## src/rtl/ser_sched_pkg.sv

```systemverilog
//------------------------------------------------------------------------------
// Module   : ser_sched_pkg
// Brief    : Shared types and constants for the round-robin serializer
//            scheduler (FSM state type, default length threshold, width helper).
// Revision : 1.0 - initial release
//------------------------------------------------------------------------------
`default_nettype none

package ser_sched_pkg;

  // Scheduler FSM states, explicitly 2 bits wide.
  typedef enum logic [1:0] {
    ST_IDLE       = 2'd0,
    ST_WAIT_START = 2'd1,
    ST_WAIT_DONE  = 2'd2
  } state_t;

  // Smallest word length the serializer will accept.
  localparam int unsigned C_MIN_VALID_LEN_DEFAULT = 3;

  // Index width that never collapses to zero bits.
  function automatic int unsigned idx_width(input int unsigned n);
    return (n > 1) ? $clog2(n) : 1;
  endfunction

endpackage

`default_nettype wire

```

## src/rtl/rr_arbiter.sv

```systemverilog
//------------------------------------------------------------------------------
// Module   : rr_arbiter
// Brief    : Combinational rotating-priority picker. The search starts one
//            past the pointer and wraps, the first pending index wins.
// Revision : 1.0 - initial release
//------------------------------------------------------------------------------
`default_nettype none

module rr_arbiter
  import ser_sched_pkg::*;
#(
  parameter int NUM_REQ = 4
) (
  input  logic [NUM_REQ-1:0]         pend_i,
  input  logic [$clog2(NUM_REQ)-1:0] ptr_i,
  output logic [$clog2(NUM_REQ)-1:0] winner_o,
  output logic                       any_o
);

  localparam int IW = $clog2(NUM_REQ);

  logic [IW-1:0] cand;

  assign any_o = |pend_i;

  // Walk from the lowest priority to the highest so the last hit is the winner.
  always_comb begin
    winner_o = '0;
    cand     = '0;
    for (int i = NUM_REQ; i >= 1; i--) begin
      cand = IW'((int'(ptr_i) + i) % NUM_REQ);
      if (pend_i[cand]) winner_o = cand;
    end
  end

endmodule

`default_nettype wire

```

## src/rtl/ser_rr_sched.sv

```systemverilog
//------------------------------------------------------------------------------
// Module   : ser_rr_sched
// Brief    : Round-robin scheduler sharing one parallel-to-serial serializer
//            among NUM_REQ requesters, each with a one-deep holding slot.
//            Short words are dropped, a stalled issue times out.
// Revision : 1.0 - initial release
//------------------------------------------------------------------------------
`default_nettype none

module ser_rr_sched
  import ser_sched_pkg::*;
#(
  parameter int DATA_WIDTH    = 16,
  parameter int NUM_REQ       = 4,
  parameter int START_TIMEOUT = 8,
  parameter int MIN_VALID_LEN = C_MIN_VALID_LEN_DEFAULT
) (
  input  logic                                  clk_i,
  input  logic                                  srst_i,
  input  logic [NUM_REQ*DATA_WIDTH-1:0]         req_data_i,
  input  logic [NUM_REQ*$clog2(DATA_WIDTH)-1:0] req_mod_i,
  input  logic [NUM_REQ-1:0]                    req_val_i,
  output logic [NUM_REQ-1:0]                    req_ready_o,
  output logic [DATA_WIDTH-1:0]                 ser_data_o,
  output logic [$clog2(DATA_WIDTH)-1:0]         ser_mod_o,
  output logic                                  ser_val_o,
  input  logic                                  ser_busy_i,
  output logic [$clog2(NUM_REQ)-1:0]            grant_id_o,
  output logic                                  done_o,
  output logic                                  reject_o,
  output logic                                  timeout_o,
  output logic                                  busy_o
);

  localparam int MW = $clog2(DATA_WIDTH);
  localparam int IW = $clog2(NUM_REQ);
  localparam int TW = idx_width(START_TIMEOUT + 1);

  localparam logic [MW-1:0] C_MIN_LEN  = MW'(MIN_VALID_LEN);
  localparam logic [TW-1:0] C_TMO_LAST = TW'(START_TIMEOUT - 1);

  logic [NUM_REQ-1:0]    pend_q;
  logic [DATA_WIDTH-1:0] slot_data_q [NUM_REQ];
  logic [MW-1:0]         slot_mod_q  [NUM_REQ];
  logic [IW-1:0]         ptr_q;
  state_t                state_q, state_d;
  logic [TW-1:0]         cnt_q, cnt_d;
  logic [IW-1:0]         grant_id_q;
  logic [DATA_WIDTH-1:0] ser_data_q;
  logic [MW-1:0]         ser_mod_q;
  logic                  ser_val_q, done_q, reject_q, timeout_q, busy_q;

  logic [IW-1:0] winner;
  logic          any_pend;
  logic          grant, win_short, tmo_hit, done_hit;

  rr_arbiter #(
    .NUM_REQ (NUM_REQ)
  ) u_arb (
    .pend_i   (pend_q),
    .ptr_i    (ptr_q),
    .winner_o (winner),
    .any_o    (any_pend)
  );

  assign grant     = (state_q == ST_IDLE) && any_pend && !ser_busy_i;
  assign win_short = slot_mod_q[winner] < C_MIN_LEN;
  assign tmo_hit   = (state_q == ST_WAIT_START) && !ser_busy_i && (cnt_q == C_TMO_LAST);
  assign done_hit  = (state_q == ST_WAIT_DONE) && !ser_busy_i;

  // Holding slots: a grant frees the winner, an empty slot captures a valid word.
  always_ff @(posedge clk_i) begin
    if (srst_i) begin
      pend_q <= '0;
      for (int k = 0; k < NUM_REQ; k++) begin
        slot_data_q[k] <= '0;
        slot_mod_q[k]  <= '0;
      end
    end else begin
      for (int k = 0; k < NUM_REQ; k++) begin
        if (grant && (winner == IW'(k))) begin
          pend_q[k] <= 1'b0;
        end else if (req_val_i[k] && !pend_q[k]) begin
          pend_q[k]      <= 1'b1;
          slot_data_q[k] <= req_data_i[k*DATA_WIDTH +: DATA_WIDTH];
          slot_mod_q[k]  <= req_mod_i[k*MW +: MW];
        end
      end
    end
  end

  // Next-state logic: a rejected grant leaves the FSM idle.
  always_comb begin
    state_d = state_q;
    cnt_d   = cnt_q;
    case (state_q)
      ST_IDLE: begin
        if (grant && !win_short) begin
          state_d = ST_WAIT_START;
          cnt_d   = '0;
        end
      end
      ST_WAIT_START: begin
        if (ser_busy_i)   state_d = ST_WAIT_DONE;
        else if (tmo_hit) state_d = ST_IDLE;
        if (!ser_busy_i)  cnt_d = cnt_q + 1'b1;
      end
      ST_WAIT_DONE: begin
        if (!ser_busy_i) state_d = ST_IDLE;
      end
      default: state_d = ST_IDLE;
    endcase
  end

  // FSM registers, pointer, serializer-facing outputs and status pulses.
  always_ff @(posedge clk_i) begin
    if (srst_i) begin
      state_q    <= ST_IDLE;
      cnt_q      <= '0;
      ptr_q      <= IW'(NUM_REQ - 1);
      grant_id_q <= '0;
      ser_data_q <= '0;
      ser_mod_q  <= '0;
      ser_val_q  <= 1'b0;
      done_q     <= 1'b0;
      reject_q   <= 1'b0;
      timeout_q  <= 1'b0;
      busy_q     <= 1'b0;
    end else begin
      state_q   <= state_d;
      cnt_q     <= cnt_d;
      ser_val_q <= 1'b0;
      reject_q  <= 1'b0;
      done_q    <= done_hit;
      timeout_q <= tmo_hit;
      busy_q    <= (state_d != ST_IDLE);
      if (grant) begin
        ptr_q      <= winner;
        grant_id_q <= winner;
        if (win_short) begin
          reject_q <= 1'b1;
        end else begin
          ser_val_q  <= 1'b1;
          ser_data_q <= slot_data_q[winner];
          ser_mod_q  <= slot_mod_q[winner];
        end
      end
    end
  end

  assign req_ready_o = ~pend_q;
  assign ser_data_o  = ser_data_q;
  assign ser_mod_o   = ser_mod_q;
  assign ser_val_o   = ser_val_q;
  assign grant_id_o  = grant_id_q;
  assign done_o      = done_q;
  assign reject_o    = reject_q;
  assign timeout_o   = timeout_q;
  assign busy_o      = busy_q;

endmodule

`default_nettype wire

```

## config.mk

```make
export PLATFORM = sky130hd
export DESIGN_NAME = ser_rr_sched
export DESIGN_NICKNAME = d
export VERILOG_FILES = /design/src/rtl/ser_sched_pkg.sv /design/src/rtl/rr_arbiter.sv /design/src/rtl/ser_rr_sched.sv
export SDC_FILE = /design/constraint.sdc
export NUM_CORES = 1
export LEC_CHECK = 0
export CAP_MARGIN = 10
export CORE_UTILIZATION = 30
export DETAILED_ROUTE_END_ITERATION = 10
export GPL_TIMING_DRIVEN = 0
export SYNTH_ARGS = -nofsm -noshare
export SYNTH_HDL_FRONTEND = slang
export SYNTH_SLANG_ARGS = --single-unit
```

## constraint.sdc

```tcl
create_clock -name clk_i -period 3.49 [get_ports clk_i]
set_input_delay 0.698 -clock clk_i [delete_from_list [all_inputs] [get_ports clk_i]]
set_output_delay 0.698 -clock clk_i [all_outputs]
set_load 0.01 [all_outputs]
```

==> impl_results.md <==
- Crit start category: input port
- Tmin final: 2.98 ns
- Routability-driven placement congestion ratio: around 0.85
- Final design utilization: a little over two fifths
- Hpwl dp: 10500 µm
- Fin crit share: 85.4%
- Synth Area in Compound Gates: about an eighth
- Max-cap check violation count: 0
- DRT iter0 DRCs: 227
- Clock tree from TritonCTS: built
- HP Class: reg2reg
- Commonest non-fill, non-tap cell in the layout: clkdlybuf4s50_1
- Clk_lat worst skew: 0.42 ns
- PwrDens: ~600 nW/µm²
- I/O Buffers: 116
- Finished Cell Area: 7320 µm²
- Largest net degree at the start of global routing: 21
- First-pass GRT wire length: 21100 µm
- Largest family of logic cells by synthesized area: simple AND/OR/NAND/NOR gates
- Setup CP Type: in2reg
- Leakage power: 2.66 nW
- Synth Cell Area: between 5000 and 6000 µm²
- Clock tree sinks: 119
- Setup TNS: 0 ns
- Syn Inst Count: ~450
- Post-CTS setup buffers: 0
- P_int: 3.19 mW
- FP Rows: between 40 and 50
- Area delta synth->final: 38.6%
- IR drop worst, VDD: 329 µV
- Initial core utilization: 30.6%
- Mux contribution to synthesized area: under 10%
- Routed Antenna Nets: 0
- Die width: roughly 130 µm
- Syn_area_per_cell: about 12 µm²
- Ports: 118
- WP data required: 3.53 ns
- EDFF count, synth: 80
- Worst EP arrival: 3.02 ns
- Total power: 4.39 mW
- Vias in the first global route: between 3000 and 4000
- Seq cells post-synth: 119
- Drt first pass iters: 4
- Net Count, Synth: approximately 540
- Total grt overflow: 0
- Ant diodes: 0
- Critical Path Fanout Max: 20
- Vias per cell: 4.65
- Cell taking the most area after synthesis: edfxtp_1
- Synth Flop Type: edfxtp_1
- Gate power share: 21.5%
- DR WL/cell: 16.7 µm
- Share of layout cells above drive strength 1: 8.01%
- Status: finished clean
- CP Capture Type: register
- XOR/XNOR Fraction of Synth Area: 0.332%
- Nets: 674
- Synth Area in Simple Gates: 18.6%
- Hold WS: 0.483 ns
- RSZ-0062 raised after global routing: false
- H-tree Lvls: 4
- Switching share of power: about 27%
- WL final: 13700 µm
- Post-synth ARST share: 0%
- Endpoints failing hold: 0
- Seq/Total Area, Yosys: 60.3%
- Die area: 18100 µm²
- Largest cells by area after synthesis: edfxtp_1 (46%), dfxtp_1 (15%), and2_1 (9.7%)
- Ys Warns: 0
- All-Layer GR Usage: between 15 and 20%
- Chip height: between 100 and 150 µm
- Max frequency: 335 MHz
- Hold_buf cts: 0
- Adder-cell share of the synthesized area: less than 1%
- Final setup violation count: 0
- Post-DP Area: 6730 µm²
- Root buf cell: clkbuf_16
- Yosys top cell area share: 45.5%
- Commonest cells after routing, fill and taps aside: clkdlybuf4s50_1 (116), and2_1 (82), edfxtp_1 (80)
- Sw Pwr: ~1.2 mW
- TritonCTS Buffers: 17
- Worst Tran Pin Value: 1.02 ns
- Post-CTS Resized: 0
- Worst-path clk slew: 0.05 ns
- Remaining DRCs: 0
- Library cells used by synthesis: 44
- Fin. max-slew vios: 0
- Final Skew: 0.00766 ns
- Clock Tree Buf Depth: 2
- Power share of the clock group: 39.3%
- Sequential share of power: 39.2%
- Via Count: 3829
- Core area: 17200 µm²
- Worst rel slew slack: between 30% and 40%
- Initial antenna violation count: 0
[through the flow]
step           std cells  setup WS (ns)
5_1_grt              824          0.331
2_1_floorplan        451           1.30
6_report             824          0.508
3_3_place_gp         792          0.118
3_5_place_dp         792         0.0769
4_1_cts              824          0.517
[synthesized netlist by cell type (2+ instances only)]
library cell / count
a211o_1: 2
a211oi_1: 19
a21oi_1: 40
a221oi_2: 2
and2_1: 82
buf_2: 4
buf_4: 4
buf_6: 2
clkbuf_1: 23
dfxtp_1: 39
edfxtp_1: 80
inv_1: 5
mux2i_1: 27
nand2_1: 6
nand2b_1: 7
nand3_1: 18
nand3b_1: 5
nor2_1: 15
nor2b_1: 17
nor3_1: 9
o21ai_0: 19
o21ai_1: 4
[state kept, by name, summed over array words and instances, names as in the netlist]
signal and cells:
state_q 2, ptr_q 2, timeout_o 1, pend_q 4, slot_data_q 64, ser_val_o 1
ser_mod_o 4, ser_data_o 16, reject_o 1, done_o 1, grant_id_o 2, busy_o 1
slot_mod_q 16, cnt_q 4
[layer usage]
| metal | routed length (µm) | vias up | global-route usage [%] |
|---|---|---|---|
| met5 | 0 | - | 0 |
| met4 | 365 | 0 | 7.68 |
| met3 | 741 | 25 | 5.26 |
| met2 | 6590 | 122 | 25.5 |
| met1 | 6040 | 1786 | 19.9 |
| li1 | - | 1896 | - |
[power by group through the flow]
stage | sequential, mW | clock [mW] | combinational, mW
6_report | 1.72 | 1.73 | 0.945
5_1_grt | 1.74 | 1.83 | 1.02
4_1_cts | 1.72 | 1.76 | 0.947
3_5_place_dp | 1.75 | 0 | 0.945
3_3_place_gp | 1.74 | 0 | 0.928
2_1_floorplan | 1.75 | 0 | 0.533
[worst paths after layout]
path | cells after the start | from | to | slack [ns]
worst max-delay path | 4 | srst_i | slot_data_q[0][7]$_SDFFCE_PN0P_ | 0.51
worst min-delay path | 2 | ser_mod_o[2]$_SDFFE_PP0P_ | ser_mod_o[2]$_SDFFE_PP0P_ | 0.48
worst max register to register | 9 | pend_q[3]$_SDFFE_PP0P_ | ser_data_o[7]$_SDFFE_PP0P_ | 0.66
worst min register to register | 2 | ser_mod_o[2]$_SDFFE_PP0P_ | ser_mod_o[2]$_SDFFE_PP0P_ | 0.48
[area by class of cell]
type	instances	area (µm²)
well taps	225	282
inverters	5	18.8
clock inverters	12	151
plain buffers	33	159
repair buffers	116	1160
multi-input cells	294	1930
fillers	1612	9920
clock buffers	20	437
flip-flops and latches	119	3180
[critical path: stages]
cell	delay (ns)
clkdlybuf4s50_1	0.58
clkbuf_1	0.40
clkbuf_1	0.47
nand2b_1	0.85
[cell families after synthesis]
| family | Yosys count |
|---|---|
| AOI/OAI and AO/OA | 96 |
| xor gates and xnor gates | 2 |
| adders and majority gates | 1 |
| buffers and inverters | 38 |
| DFF | 119 |
| muxes | 28 |
| and+or+nand+nor | 167 |
No activity file was read; power rests on OpenSTA's default activity.
